===== config.mk =====
export PLATFORM = sky130hd
export DESIGN_NAME = bus_arbiter
export DESIGN_NICKNAME = d
export VERILOG_FILES = /design/src/rtl/bus_arbiter.sv
export SDC_FILE = /design/constraint.sdc
export NUM_CORES = 1
export LEC_CHECK = 0
export ABC_AREA = 0
export ABC_CLOCK_PERIOD_IN_PS = 2000
export BUFFER_PORTS_ARGS = -buffer_cell sky130_fd_sc_hd__buf_4
export CORE_UTILIZATION = 46
export DETAILED_ROUTE_END_ITERATION = 16
export GPL_TIMING_DRIVEN = 0
export PLACE_DENSITY_LB_ADDON = 0.2
export SLEW_MARGIN = 25
export SYNTH_ARGS = -nofsm -noshare
export SYNTH_HDL_FRONTEND = slang
export SYNTH_SLANG_ARGS = --single-unit

===== constraint.sdc =====
create_clock -name clk -period 2 [get_ports clk]
set_input_delay 0.1 -clock clk [delete_from_list [all_inputs] [get_ports clk]]
set_output_delay 0.1 -clock clk [all_outputs]
set_load 0.05 [all_outputs]

===== src/rtl/bus_arbiter.sv =====
// rtl/bus_arbiter.sv - two-master (fetch/data) to one-slave bus arbiter with timeout and fetch flush; ARB_ROUND_ROBIN_EN selects round-robin arbitration
module bus_arbiter #(
   parameter int TIMEOUT = 255
) (
   input  logic        clk,
   input  logic        rst,
   input  logic        i_req,
   input  logic [31:0] i_addr,
   output logic        i_ack,
   output logic        i_err,
   output logic [31:0] i_rdata,
   input  logic        d_req,
   input  logic        d_we,
   input  logic [3:0]  d_sel,
   input  logic [31:0] d_addr,
   input  logic [31:0] d_wdata,
   output logic        d_ack,
   output logic        d_err,
   output logic [31:0] d_rdata,
   output logic        s_cyc,
   output logic        s_we,
   output logic [3:0]  s_sel,
   output logic [31:0] s_addr,
   output logic [31:0] s_wdata,
   input  logic        s_ack,
   input  logic [31:0] s_rdata,
   input  logic        flush_i,
   output logic        stallreq_if_o,
   output logic        stallreq_mem_o
);

   localparam int CNT_W = $clog2(TIMEOUT + 1);

   typedef enum logic [1:0] {IDLE, BUSY_I, BUSY_D, RESP} state_t;

   state_t             state_q, state_d;
   logic [CNT_W-1:0]   wait_q, wait_d;
   logic               s_cyc_q, s_cyc_d;
   logic               s_we_q, s_we_d;
   logic [3:0]         s_sel_q, s_sel_d;
   logic [31:0]        s_addr_q, s_addr_d;
   logic [31:0]        s_wdata_q, s_wdata_d;
   logic               i_ack_q, i_ack_d;
   logic               i_err_q, i_err_d;
   logic               d_ack_q, d_ack_d;
   logic               d_err_q, d_err_d;
   logic [31:0]        i_rdata_q, i_rdata_d;
   logic [31:0]        d_rdata_q, d_rdata_d;
   logic               flush_q, flush_d;
   logic               pick_d;
   logic               squash;
`ifdef ARB_ROUND_ROBIN_EN
   logic               last_d_q, last_d_d;
`endif

   // Winner selection: data wins ties unless round-robin says fetch is due
`ifdef ARB_ROUND_ROBIN_EN
   assign pick_d = d_req & (~i_req | ~last_d_q);
`else
   assign pick_d = d_req;
`endif

   // State register and all datapath registers; reset drops the bus immediately
   always_ff @(posedge clk or negedge rst) begin
      if (!rst) begin
         state_q   <= IDLE;
         wait_q    <= '0;
         s_cyc_q   <= 1'b0;
         s_we_q    <= 1'b0;
         s_sel_q   <= 4'b0000;
         s_addr_q  <= 32'h0;
         s_wdata_q <= 32'h0;
         i_ack_q   <= 1'b0;
         i_err_q   <= 1'b0;
         d_ack_q   <= 1'b0;
         d_err_q   <= 1'b0;
         i_rdata_q <= 32'h0;
         d_rdata_q <= 32'h0;
         flush_q   <= 1'b0;
`ifdef ARB_ROUND_ROBIN_EN
         last_d_q  <= 1'b1;
`endif
      end else begin
         state_q   <= state_d;
         wait_q    <= wait_d;
         s_cyc_q   <= s_cyc_d;
         s_we_q    <= s_we_d;
         s_sel_q   <= s_sel_d;
         s_addr_q  <= s_addr_d;
         s_wdata_q <= s_wdata_d;
         i_ack_q   <= i_ack_d;
         i_err_q   <= i_err_d;
         d_ack_q   <= d_ack_d;
         d_err_q   <= d_err_d;
         i_rdata_q <= i_rdata_d;
         d_rdata_q <= d_rdata_d;
         flush_q   <= flush_d;
`ifdef ARB_ROUND_ROBIN_EN
         last_d_q  <= last_d_d;
`endif
      end
   end

   // Next-state: arbitrate in IDLE, wait for ack or timeout in BUSY_*, one-cycle response in RESP
   always_comb begin
      state_d   = state_q;
      wait_d    = wait_q;
      s_cyc_d   = s_cyc_q;
      s_we_d    = s_we_q;
      s_sel_d   = s_sel_q;
      s_addr_d  = s_addr_q;
      s_wdata_d = s_wdata_q;
      i_ack_d   = 1'b0;
      i_err_d   = 1'b0;
      d_ack_d   = 1'b0;
      d_err_d   = 1'b0;
      i_rdata_d = i_rdata_q;
      d_rdata_d = d_rdata_q;
      flush_d   = flush_q;
      squash    = 1'b0;
`ifdef ARB_ROUND_ROBIN_EN
      last_d_d  = last_d_q;
`endif
      case (state_q)
         IDLE: begin
            if (i_req | d_req) begin
               s_cyc_d = 1'b1;
               wait_d  = '0;
               flush_d = 1'b0;
`ifdef ARB_ROUND_ROBIN_EN
               last_d_d = pick_d;
`endif
               if (pick_d) begin
                  s_we_d    = d_we;
                  s_sel_d   = d_sel;
                  s_addr_d  = d_addr;
                  s_wdata_d = d_wdata;
                  state_d   = BUSY_D;
               end else begin
                  s_we_d    = 1'b0;
                  s_sel_d   = 4'b1111;
                  s_addr_d  = i_addr;
                  s_wdata_d = 32'h0;
                  state_d   = BUSY_I;
               end
            end
         end
         BUSY_I, BUSY_D: begin
            // A flush seen in any fetch-busy cycle squashes that fetch's response
            if (state_q == BUSY_I) begin
               squash = flush_q | flush_i;
               if (flush_i) flush_d = 1'b1;
            end
            if (s_ack) begin
               s_cyc_d = 1'b0;
               state_d = RESP;
               if (state_q == BUSY_D) begin
                  d_ack_d   = 1'b1;
                  d_rdata_d = s_rdata;
               end else if (!squash) begin
                  i_ack_d   = 1'b1;
                  i_rdata_d = s_rdata;
               end
            end else begin
               wait_d = wait_q + CNT_W'(1);
               if (wait_q == CNT_W'(TIMEOUT - 1)) begin
                  s_cyc_d = 1'b0;
                  state_d = RESP;
                  if (state_q == BUSY_D) begin
                     d_err_d   = 1'b1;
                     d_rdata_d = 32'h0;
                  end else if (!squash) begin
                     i_err_d   = 1'b1;
                     i_rdata_d = 32'h0;
                  end
               end
            end
         end
         RESP: begin
            state_d = IDLE;
         end
         default: begin
            state_d = IDLE;
         end
      endcase
   end

   assign s_cyc          = s_cyc_q;
   assign s_we           = s_we_q;
   assign s_sel          = s_sel_q;
   assign s_addr         = s_addr_q;
   assign s_wdata        = s_wdata_q;
   assign i_ack          = i_ack_q;
   assign i_err          = i_err_q;
   assign d_ack          = d_ack_q;
   assign d_err          = d_err_q;
   assign i_rdata        = i_rdata_q;
   assign d_rdata        = d_rdata_q;
   assign stallreq_if_o  = i_req & ~i_ack_q;
   assign stallreq_mem_o = d_req & ~d_ack_q;

endmodule


# == After elaboration in Yosys (flattened, before gate mapping) ==
# Cells that the tools add are included.
# word_totals
reg_bits,149
input_bits,139
output_inout_bits,140
wordCells,88
# op_classes
n_addsub,1
eq_ne,9
muxes,45
bitwise_logic,8
reduce_logical,11
# ops
cell,count
32-bit 2-to-1 mux,12
1-bit 2-to-1 mux,22
8-bit 2-to-1 mux,2
8-bit case mux with 2 select lines,1
3-bit AND reduction,3
8-bit by 1-bit adder with 8-bit output (second input constant),1
8-bit == test (second input constant),1
2-bit 2-to-1 mux,4
2-bit != test (second input constant),4
4-bit AND reduction,2
2-bit case mux with 3 select lines,1
2-bit == test (second input constant),2
4-bit 2-to-1 mux,1
1-bit NOT,4
1-bit case mux with 2 select lines,2
2-bit AND reduction,2
2-bit nonzero test,2
3-bit != test (second input constant),1
1-bit bitwise AND,2
2-bit by 1-bit == test with 1-bit output (second input constant),1
2-bit logical NOT,1
1-bit bitwise OR,2
2-bit OR reduction,1

# == Depth between registers and ports, before layout ==
# Gate-level depths: netlist (run 1).
# logic_depth
depth_word,8
mapped_depth,8
depth_no_buf,6

# == Worst setup path before layout (run 1) ==
# OpenSTA, ideal clock, no wires.
# synth_path
path_type,flip-flop to flip-flop
from,register state_q[0]
to,register wait_q[7]
setup_time_ps,78
t_arrival_ps,1697
required_ps,1922
path_slack_ps,226
path_stages_with_launch,8
path_buffers,1
period_less_slack_ps,1774
cell_sequence,dfrtp_1 -> inv_1 -> ha_1 -> buf_2 -> nand2_1 -> nand4_4 -> or4_1 -> a21oi_1
# synth_between
elab_chain_len,4
word_cells_on_any_way,9
classes_between,eq/ne: 4; mux: 1; reduce/logical: 4
# synth_rtl
element,line,source
from (decl),36,"state_t state_q, state_d;"
from (signal assigned),84,state_q <= state_d;
2-bit by 1-bit == test with 1-bit output or 2-bit == test (tied branches),124,case (state_q)
2-bit OR reduction,124,
2-bit != test (no source line) or 2-bit nonzero test (tied branches),--,
3-bit AND reduction (no source line),--,
to (signal assigned),85,wait_q <= wait_d;
to (decl),37,"logic [CNT_W-1:0] wait_q, wait_d;"
# Several ways; a longest one is shown, not always the timed one.
# A chain may end at the register's enable or synchronous reset.

# == Worst setup path after layout (run 1) ==
# layout_path
from,register state_q[0]
to,register d_rdata_q[9] (netlist: d_rdata[9])
# layout_between
elab_chain_len,3
word_cells_on_any_way,4
classes_between,eq/ne: 2; reduce/logical: 2
# layout_rtl
element,line,source
2-bit by 1-bit == test with 1-bit output or 2-bit == test (tied branches),"124, 157, 169",
2-bit OR reduction,124,
3-bit AND reduction (no source line) (*),--,
to (signal assigned),96,d_rdata_q <= d_rdata_d;
to (decl),48,"logic [31:0] d_rdata_q, d_rdata_d;"
# Every way passes the cells marked *; elsewhere a longest branch is shown, timed or not.

==> impl_metrics.ini, run 1 <==
[floorplanning]
pin_count = 279
die_height_um = 115
start_util_pct = 48.1
num_rows = 40
core_area_um2 = 12200
dieArea_um2 = 13200
die_w_um = 115

[finish]
fillers = 739
fin_nets = 999
regArea_um2 = 3730
layout-drive-gt1-share_pct = 39.9
multi_input_area_um2 = 2020
insertedDiodeCount = 0
syn_to_final_growth_pct = 66.5

[clocking]
insertion_delay_ns = 0.42
cts_tree = built
cts_max_path_buffers = 2
h-tree-depth = 4
cts_made_buffers = 17
clkTransAtPathRegs_ns = 0.06
cts_sinks = 149
cts_root_buf = clkbuf_16

[timing]
period_needed_ns = 1.91
tightest_slew_ns = 0.556
fmax_mhz = 524
final_hold_viol_count = 0
whs_ns = 0.000771
tns_ns = 0
skew_ns = 0.0104
setup_viol = 0
fin_crit_sh_pct = 95.4
slew_headroom_pct = 63.0
rsz0062_at_grt = no
drv_slew = 0

[drt]
drt-initial-drc-count = 392
vias_per_cell = 5.40
drc = 0
drt_first_pass_iters = 4
routed_wl_mm = 20.2
wl_per_cell_um = 19.5
antenna_left = 0
vias = 5591

[hold_path]
hold_depth = 3
min_to = s_addr[12]$_DFFE_PN0P_
min_from = i_addr[12]
hold_path_class = in2reg

[setup_path]
crit_chain = inv_1 > ha_1 > and3_1 > clkbuf_1 > buf_2 > a22o_1
cp.required_ns = 2.35
r2r_slack_ns = 0.09
r2r-start = state_q[0]$_DFFE_PN0P_
critPathCaptureType = flip-flop
cp_max_fo = 10
criticalPathCategory = reg2reg
critPathMaxStageDelay_ns = 0.39
r2r-end = d_rdata[9]$_DFFE_PN0P_
crit_slowest_cell = dfrtp_1
critPathLaunchType = flip-flop
critPathArrivalTime_ns = 2.26
reg2reg_depth = 6

[global_routing]
grt_max_degree = 76
overflow = 0
globalRouteTotalUtil_pct = 31.6
grt_pass1_vias = 5969
antenna_found_initial = 0
grt_pass1_wl_mm = 31.1

[synth]
synth_cell_types = 34
yosysSeqAreaShare_pct = 63.5
synthArstFlopShare_pct = 100
yosys_warnings = 0
syn_area_um2 = 5870
syn_inst = 462
synthTopCellsByArea = dfrtp_1, a22o_1, mux2i_1, o21ai_0, nand2_1
synth_edf_count = 0
synth_top_cell_by_area = dfrtp_1
ys_seq_elements = 149
synth_nets = 607
synth_top_area_share_pct = 63.5
postSynthAreaPerCell_um2 = 12.7
synthFlopType = dfrtp_1

[pwr]
ir_drop_mv = 1.02
p_leak_nw = 5.01
cellPowerDensity_nw_per_um2 = 1900

[placement]
portBuffers = 278
dp_hpwl_mm = 13.0
gp_congestion = 0.817

[run_status]
status = finished, final reports clean

[job]
max_cap_viol_count = 0
-- synth_stat cells (2+ instances only) --
| cell type | count |
|---|---|
| nor2_1 | 7 |
| or4_1 | 2 |
| and2_1 | 2 |
| ha_1 | 6 |
| o22a_1 | 4 |
| a22o_1 | 98 |
| a21oi_1 | 4 |
| nor2b_1 | 3 |
| a22oi_1 | 2 |
| dfrtp_1 | 149 |
| o21ai_0 | 38 |
| or3_1 | 2 |
| xor2_1 | 2 |
| clkbuf_1 | 20 |
| nand2_1 | 48 |
| buf_1 | 3 |
| and3_1 | 5 |
| o21ai_1 | 2 |
| mux2i_1 | 33 |
| o21a_1 | 2 |
| inv_1 | 7 |
| nand4_1 | 3 |
| buf_2 | 9 |
-- what timing repair did --
action | in CTS | in global routing
setup endpoints to repair | 61 | 106
pin swaps | 0 | 1
cloned | 0 | 0
gates resized for setup | 13 | 30
hold buffers | 94 | 0
buffers inserted | 0 | 0
hold endpoints to repair | 188 | 0
-- layout make-up --
class                   count  share of cell area [%]
clock inverters            15                    1.23
clock buffers              17                    4.35
repair buffers            373                    31.3
inverters                   7                   0.269
well taps                 168                    2.15
multi-input cells         273                    20.7
plain buffers              33                    1.84
flip-flops and latches    149                    38.1
-- worst max-delay path, delay by kind of cell (launching register included) --
family / cells / cell delay (ns)
buf+inv: 3 / 0.70
flops: 1 / 0.39
simple gates: 1 / 0.20
compound gates: 1 / 0.20
fa+ha+maj: 1 / 0.34
-- power breakdown --
part	internal (W)	switching [W]
logic	0.00339	0.00702
registers	0.00435	0.000830
clock network	0.00162	0.00134
-- routing by layer --
metal / wire length, um / up-vias / share of wire (%) / track usage [%]
met5: 0 / - / 0 / 0
met4: 852 / 0 / 4.2 / 17.2
met3: 923 / 64 / 4.6 / 5.85
met2: 10900 / 220 / 54 / 57.0
met1: 7550 / 2827 / 37 / 35.3
li1: - / 2480 / - / -
-- worst max path at each step --
stage                                start                       to  slack, ns  cells past startpoint
floorplan           state_q[0]$_DFFE_PN0P_    wait_q[7]$_DFFE_PN0P_       0.23                      7
global placement    state_q[0]$_DFFE_PN0P_  i_rdata[25]$_DFFE_PN0P_      -0.07                      8
detailed placement  state_q[0]$_DFFE_PN0P_  d_rdata[30]$_DFFE_PN0P_      -0.12                      8
CTS                 state_q[0]$_DFFE_PN0P_  d_rdata[20]$_DFFE_PN0P_      -0.01                      8
global route        state_q[0]$_DFFE_PN0P_  d_rdata[30]$_DFFE_PN0P_      0.006                      6
finish              state_q[0]$_DFFE_PN0P_   d_rdata[9]$_DFFE_PN0P_       0.09                      6
-- placed cells by master, fill, tap and decap left out, types with 3 or more instances in the layout --
| cell type | Yosys | layout |
|---|---|---|
| inv_6 | 0 | 6 |
| clkbuf_1 | 20 | 9 |
| clkinv_4 | 0 | 3 |
| o21ai_0 | 38 | 38 |
| clkinv_2 | 0 | 3 |
| clkbuf_16 | 0 | 17 |
| o22a_1 | 4 | 4 |
| buf_2 | 9 | 10 |
| clkbuf_2 | 0 | 5 |
| inv_1 | 7 | 7 |
| a22o_1 | 98 | 98 |
| buf_4 | 1 | 278 |
| dlygate4sd3_1 | 0 | 94 |
| clkbuf_4 | 0 | 7 |
| nor2_1 | 7 | 7 |
| mux2i_1 | 33 | 33 |
| nand2_1 | 48 | 45 |
| a21oi_1 | 4 | 3 |
| nand4_1 | 3 | 3 |
| nor2b_1 | 3 | 3 |
| dfrtp_1 | 149 | 149 |
| ha_1 | 6 | 5 |
| and3_1 | 5 | 5 |
-- cell families after synthesis --
logic type	share of synthesized area (%)
AOI/OAI and AO/OA	20.1
muxes	5.82
xor gates and xnor gates	0.298
buffers and inverters	2.81
adders and majority gates	1.28
DFF	63.5
and+or+nand+nor	6.24
-- registers in the layout, indices dropped and copies added (netlist names) --
register,count
flush_q,1
s_addr,32
state_q,2
s_we,1
d_ack,1
s_sel,4
s_cyc,1
d_err,1
i_err,1
i_ack,1
i_rdata,32
d_rdata,32
wait_q,8
s_wdata,32
-- stage by stage --
stage	utilization [%]	total power (W)	instance area [um^2]	setup WS, ns	cells
2_1_floorplan	-	0.0118	5870	0.226	462
3_3_place_gp	66.9	0.0148	8170	-0.0747	908
3_5_place_dp	67.2	0.0151	8200	-0.116	909
4_1_cts	79.5	0.0183	9710	-0.0119	1035
5_1_grt	80.1	0.0193	9780	0.00628	1035
6_report	80.1	0.0185	9780	0.0921	1035
(Power assumes the default switching activity.)
==> inputs of run 2 (changes only) <==
- ABC_CLOCK_PERIOD_IN_PS: 2000 -> 1570
- CORE_UTILIZATION: 46 -> 42
- clock period: 2 -> 1.57 ns (I/O delays scaled with it)
==> impl_metrics.ini, run 2 (same netlist as run 1, synthesis figures left out) <==
[drt]
wl_per_cell_um = 19.6
drc = 0
antenna_left = 0
drt_first_pass_iters = 5
routed_wl_mm = 21.4
vias = 5850
drt-initial-drc-count = 300
vias_per_cell = 5.35

[pwr]
switching_power_w = 0.0119
swShare_pct = 47.3
share_comb_of_total_power_pct = 57.1
ir_drop_mv = 1.67
p_leak_nw = 5.35
cellPowerDensity_nw_per_um2 = 2380
internal-power_w = 0.0133
pwr-share-seq_pct = 26.4
clockPowerShare_pct = 16.5

[setup_path]
critPathLaunchType = flip-flop
r2r-start = state_q[0]$_DFFE_PN0P_
critPathArrivalTime_ns = 2.17
reg2reg_depth = 7
criticalPathCategory = reg2reg
cp-startpoint = state_q[0]$_DFFE_PN0P_
cp_max_fo = 8
critPathCaptureType = flip-flop
r2r_slack_ns = -0.29
r2r-end = i_rdata[5]$_DFFE_PN0P_
cp.required_ns = 1.87
crit_path_end = i_rdata[5]$_DFFE_PN0P_
crit_slowest_cell = dfrtp_1
critPathMaxStageDelay_ns = 0.38
crit_chain = inv_2 > ha_4 > nand4_1 > o21ai_4 > nand2_4 > clkbuf_8 > a22o_1

[floorplanning]
die_height_um = 120
die_w_um = 120
start_util_pct = 43.6
num_rows = 42
pin_count = 279
core_area_um2 = 13500
dieArea_um2 = 14500

[timing]
period_needed_ns = 1.86
rsz0062_at_grt = yes
finalWorstSetupSlack_ns = -0.292
tns_ns = -17.49
tightest_slew_ns = 0.566
drv_slew = 0
slew_headroom_pct = 62.3
skew_ns = 0.00931
setup_viol = 75
whs_ns = 0.0144
final_hold_viol_count = 0
fin_crit_sh_pct = 119
fmax_mhz = 537

[finish]
finalInstanceArea_um2 = 10600
insertedDiodeCount = 0
fin_nets = 1050
layout-drive-gt1-share_pct = 41.2
layout_commonest_cell = buf_4
syn_to_final_growth_pct = 80.1
fillers = 808
final_cell_mix = buf_4, dfrtp_1, dlygate4sd3_1
instances_no_fill = 1094

[job]
max_cap_viol_count = 0

[hold_path]
hold_path_class = in2reg
hold_depth = 3

[placement]
dp_hpwl_mm = 12.3
gp_congestion = 0.807
placed_cells = 917
place_area_um2 = 8280
portBuffers = 278

[global_routing]
antenna_found_initial = 0
grt_max_degree = 78
globalRouteTotalUtil_pct = 30.6
grt_pass1_wl_mm = 33.6
overflow = 0
grt_pass1_vias = 6391

[clocking]
cts_max_path_buffers = 2
cts_made_buffers = 17
cts_root_buf = clkbuf_16
insertion_delay_ns = 0.42
cts_tree = built
h-tree-depth = 4
clkTransAtPathRegs_ns = 0.06
cts_sinks = 149

[run_status]
violations = setup timing
status = finished, violations left
-- run 2: power by group through the flow --
stage          clock network, W  logic, W  registers (W)
3_3_place_gp                  0    0.0126        0.00651
5_1_grt                 0.00437    0.0150        0.00682
4_1_cts                 0.00417    0.0140        0.00656
3_5_place_dp                  0    0.0128        0.00655
2_1_floorplan                 0   0.00331         0.0119
6_report                0.00415    0.0144        0.00665
-- run 2: metal layers --
| metal | track usage, % | routed length (um) | vias to the layer above |
|---|---|---|---|
| met5 | 0 | 0 | - |
| met4 | 15.8 | 902 | 0 |
| met3 | 6.70 | 1160 | 69 |
| met2 | 52.3 | 11000 | 256 |
| met1 | 36.2 | 8370 | 2932 |
| li1 | - | - | 2593 |
-- run 2: layout make-up --
type	instances	area [um^2]	area share (%)
plain buffers	29	272	2.57
clock inverters	8	124	1.17
multi-input cells	274	2110	20.0
repair buffers	427	3620	34.2
clock buffers	24	472	4.46
flip-flops and latches	149	3730	35.3
well taps	176	220	2.08
inverters	7	26.3	0.248
-- run 2: what timing repair did --
item / 4_1_cts / 5_1_grt
resized for setup: 46 / 29
setup endpoints to repair: 129 / 138
pin swaps: 14 / 9
hold endpoints to repair: 203 / 0
hold buffers: 129 / 0
gates cloned: 5 / 2
setup buffers: 10 / 3
-- run 2: worst max-delay path: cells and delay by family, from the launching register on --
kind	cells	cell delay (ns)
flip-flops	1	0.38
adder cells (fa/ha/maj)	1	0.30
buffers and inverters	2	0.28
AND/OR/NAND/NOR	2	0.34
AO/OA/AOI/OAI	2	0.43
-- run 2: worst min path at each step --
stage	from	endpoint	slack, ns
2_1_floorplan	rst	d_ack$_DFF_PN0_	-0.22
3_3_place_gp	d_sel[3]	s_sel[3]$_DFFE_PN0P_	0.29
3_5_place_dp	rst	s_addr[15]$_DFFE_PN0P_	0.07
4_1_cts	i_addr[13]	s_addr[13]$_DFFE_PN0P_	0.004
5_1_grt	d_addr[29]	s_addr[29]$_DFFE_PN0P_	0.03
6_report	i_addr[13]	s_addr[13]$_DFFE_PN0P_	0.01
-- run 2: metrics by stage --
stage / utilization (%) / total power, W / setup WS, ns
6_report: 78.6 / 0.0252 / -0.292
5_1_grt: 78.6 / 0.0262 / -0.338
4_1_cts: 77.8 / 0.0247 / -0.212
3_5_place_dp: 61.6 / 0.0194 / -0.364
3_3_place_gp: 61.3 / 0.0191 / -0.312
2_1_floorplan: - / 0.0152 / -0.0271
==> inputs of run 3 (changes only) <==
- ABC_CLOCK_PERIOD_IN_PS: 1570 -> 2100
- CAP_MARGIN: unset -> 20
- CORE_UTILIZATION: 42 -> 48
- CTS_BUF_LIST: unset -> sky130_fd_sc_hd__clkbuf_4
- clock period: 1.57 -> 2.1 ns (I/O delays scaled with it)
==> impl_metrics.ini, run 3 (same netlist as run 1, synthesis figures left out) <==
[timing]
whs_ns = 0.0518
fin_crit_sh_pct = 93.5
skew_ns = 0.0147
rsz0062_at_grt = no
tightest_slew_ns = 0.480
period_needed_ns = 1.96
drv_slew = 0
final_hold_viol_count = 0
setup_viol = 0
fmax_mhz = 509
slew_headroom_pct = 68.0

[floorplanning]
core_area_um2 = 12000
num_rows = 40
start_util_pct = 49.1
die_height_um = 113
die_w_um = 113
pin_count = 279
dieArea_um2 = 12700

[finish]
fin_nets = 1041
layout_commonest_cell = buf_4
final_cell_mix = buf_4, dfrtp_1, dlygate4sd3_1
insertedDiodeCount = 0
instances_no_fill = 1054
finalInstanceArea_um2 = 9790
syn_to_final_growth_pct = 66.8
layout-drive-gt1-share_pct = 36.2

[setup_path]
critPathCaptureType = flip-flop
r2r-start = state_q[0]$_DFFE_PN0P_
critPathArrivalTime_ns = 2.45
cp.required_ns = 2.59
r2r_slack_ns = 0.14
critPathLaunchType = flip-flop
cp-startpoint = state_q[0]$_DFFE_PN0P_
r2r-end = d_rdata[14]$_DFFE_PN0P_
criticalPathCategory = reg2reg
cp_max_fo = 10
crit_path_end = d_rdata[14]$_DFFE_PN0P_
reg2reg_depth = 6

[drt]
drc = 0
vias_per_cell = 5.54
drt_first_pass_iters = 4
routed_wl_mm = 20.9
vias = 5842
antenna_left = 0
wl_per_cell_um = 19.9
drt-initial-drc-count = 439

[placement]
gp_congestion = 0.799
place_area_um2 = 8180
dp_hpwl_mm = 12.8
placed_cells = 888
portBuffers = 278

[run_status]
status = finished, final reports clean

[global_routing]
grt_pass1_vias = 6167
grt_max_degree = 91
antenna_found_initial = 0
globalRouteTotalUtil_pct = 33.7
overflow = 0
grt_pass1_wl_mm = 32.5

[clocking]
cts_root_buf = clkbuf_4
clkTransAtPathRegs_ns = 0.11
cts_made_buffers = 17
cts_max_path_buffers = 2
cts_tree = built
h-tree-depth = 4
cts_sinks = 149
insertion_delay_ns = 0.55

[pwr]
p_leak_nw = 5.00
cellPowerDensity_nw_per_um2 = 1670
ir_drop_mv = 1.24
p_total_w = 0.0164

[hold_path]
hold_path_class = in2async

[job]
max_cap_viol_count = 0
-- run 3: stage by stage --
stage	setup slack, ns	util, %	TNS, ns
6_report	0.137	81.9	0
5_1_grt	0.0238	81.9	0
4_1_cts	0.0172	81.7	0
3_5_place_dp	-0.0142	68.4	-0.0955
3_3_place_gp	0.0512	68.1	0
2_1_floorplan	0.326	-	0
-- run 3: power breakdown --
group | total (W) | internal (W) | switching (W) | leakage (nW)
Combinational | 0.00995 | 0.00323 | 0.00672 | 3.01
Sequential | 0.00493 | 0.00413 | 0.000804 | 1.87
Clock | 0.00152 | 0.000582 | 0.000941 | 0.125
-- run 3: worst max-delay path, cell delays in order (launching register included) --
cell and delay [ns]:
dfrtp_1 0.41, inv_1 0.15, ha_1 0.33, and3_1 0.19, clkbuf_1 0.26, clkbuf_2 0.34
a22o_1 0.21
-- run 3: metal layers --
layer	share of wire [%]	up-vias	track usage, %
met4	5.2	0	21.3
met1	37	2899	37.7
met5	0	-	0
li1	-	2564	-
met3	5.7	86	7.94
met2	52	293	58.1
-- run 3: repair_timing --
item                                   CTS  global route
pin swaps                                0             2
hold buffers                           136             0
resized for setup                        7            15
endpoints found under the hold margin  288             0
buffers inserted                         0             1
cloned                                   0             0
setup endpoints to repair               50            82
-- run 3: cell type report --
| type | instances | area (um^2) |
|---|---|---|
| fill | 625 | 2170 |
| tap | 147 | 184 |
| timing repair buffer | 416 | 3490 |
| sequential | 149 | 3730 |
| inverter | 7 | 26.3 |
| clock inverter | 10 | 66.3 |
| multi-input combinational | 273 | 2000 |
| clock buffer | 20 | 150 |
| buffer | 32 | 149 |
-- run 3: worst min path at each step --
stage,start,endpoint,slack (ns)
after floorplan,rst,d_ack$_DFF_PN0_,-0.19
after global placement,d_sel[3],s_sel[3]$_DFFE_PN0P_,0.32
after detailed placement,rst,d_rdata[16]$_DFFE_PN0P_,0.06
after CTS,rst,d_rdata[16]$_DFFE_PN0P_,0.05
after global routing,rst,d_rdata[16]$_DFFE_PN0P_,0.08
final,rst,d_rdata[16]$_DFFE_PN0P_,0.05
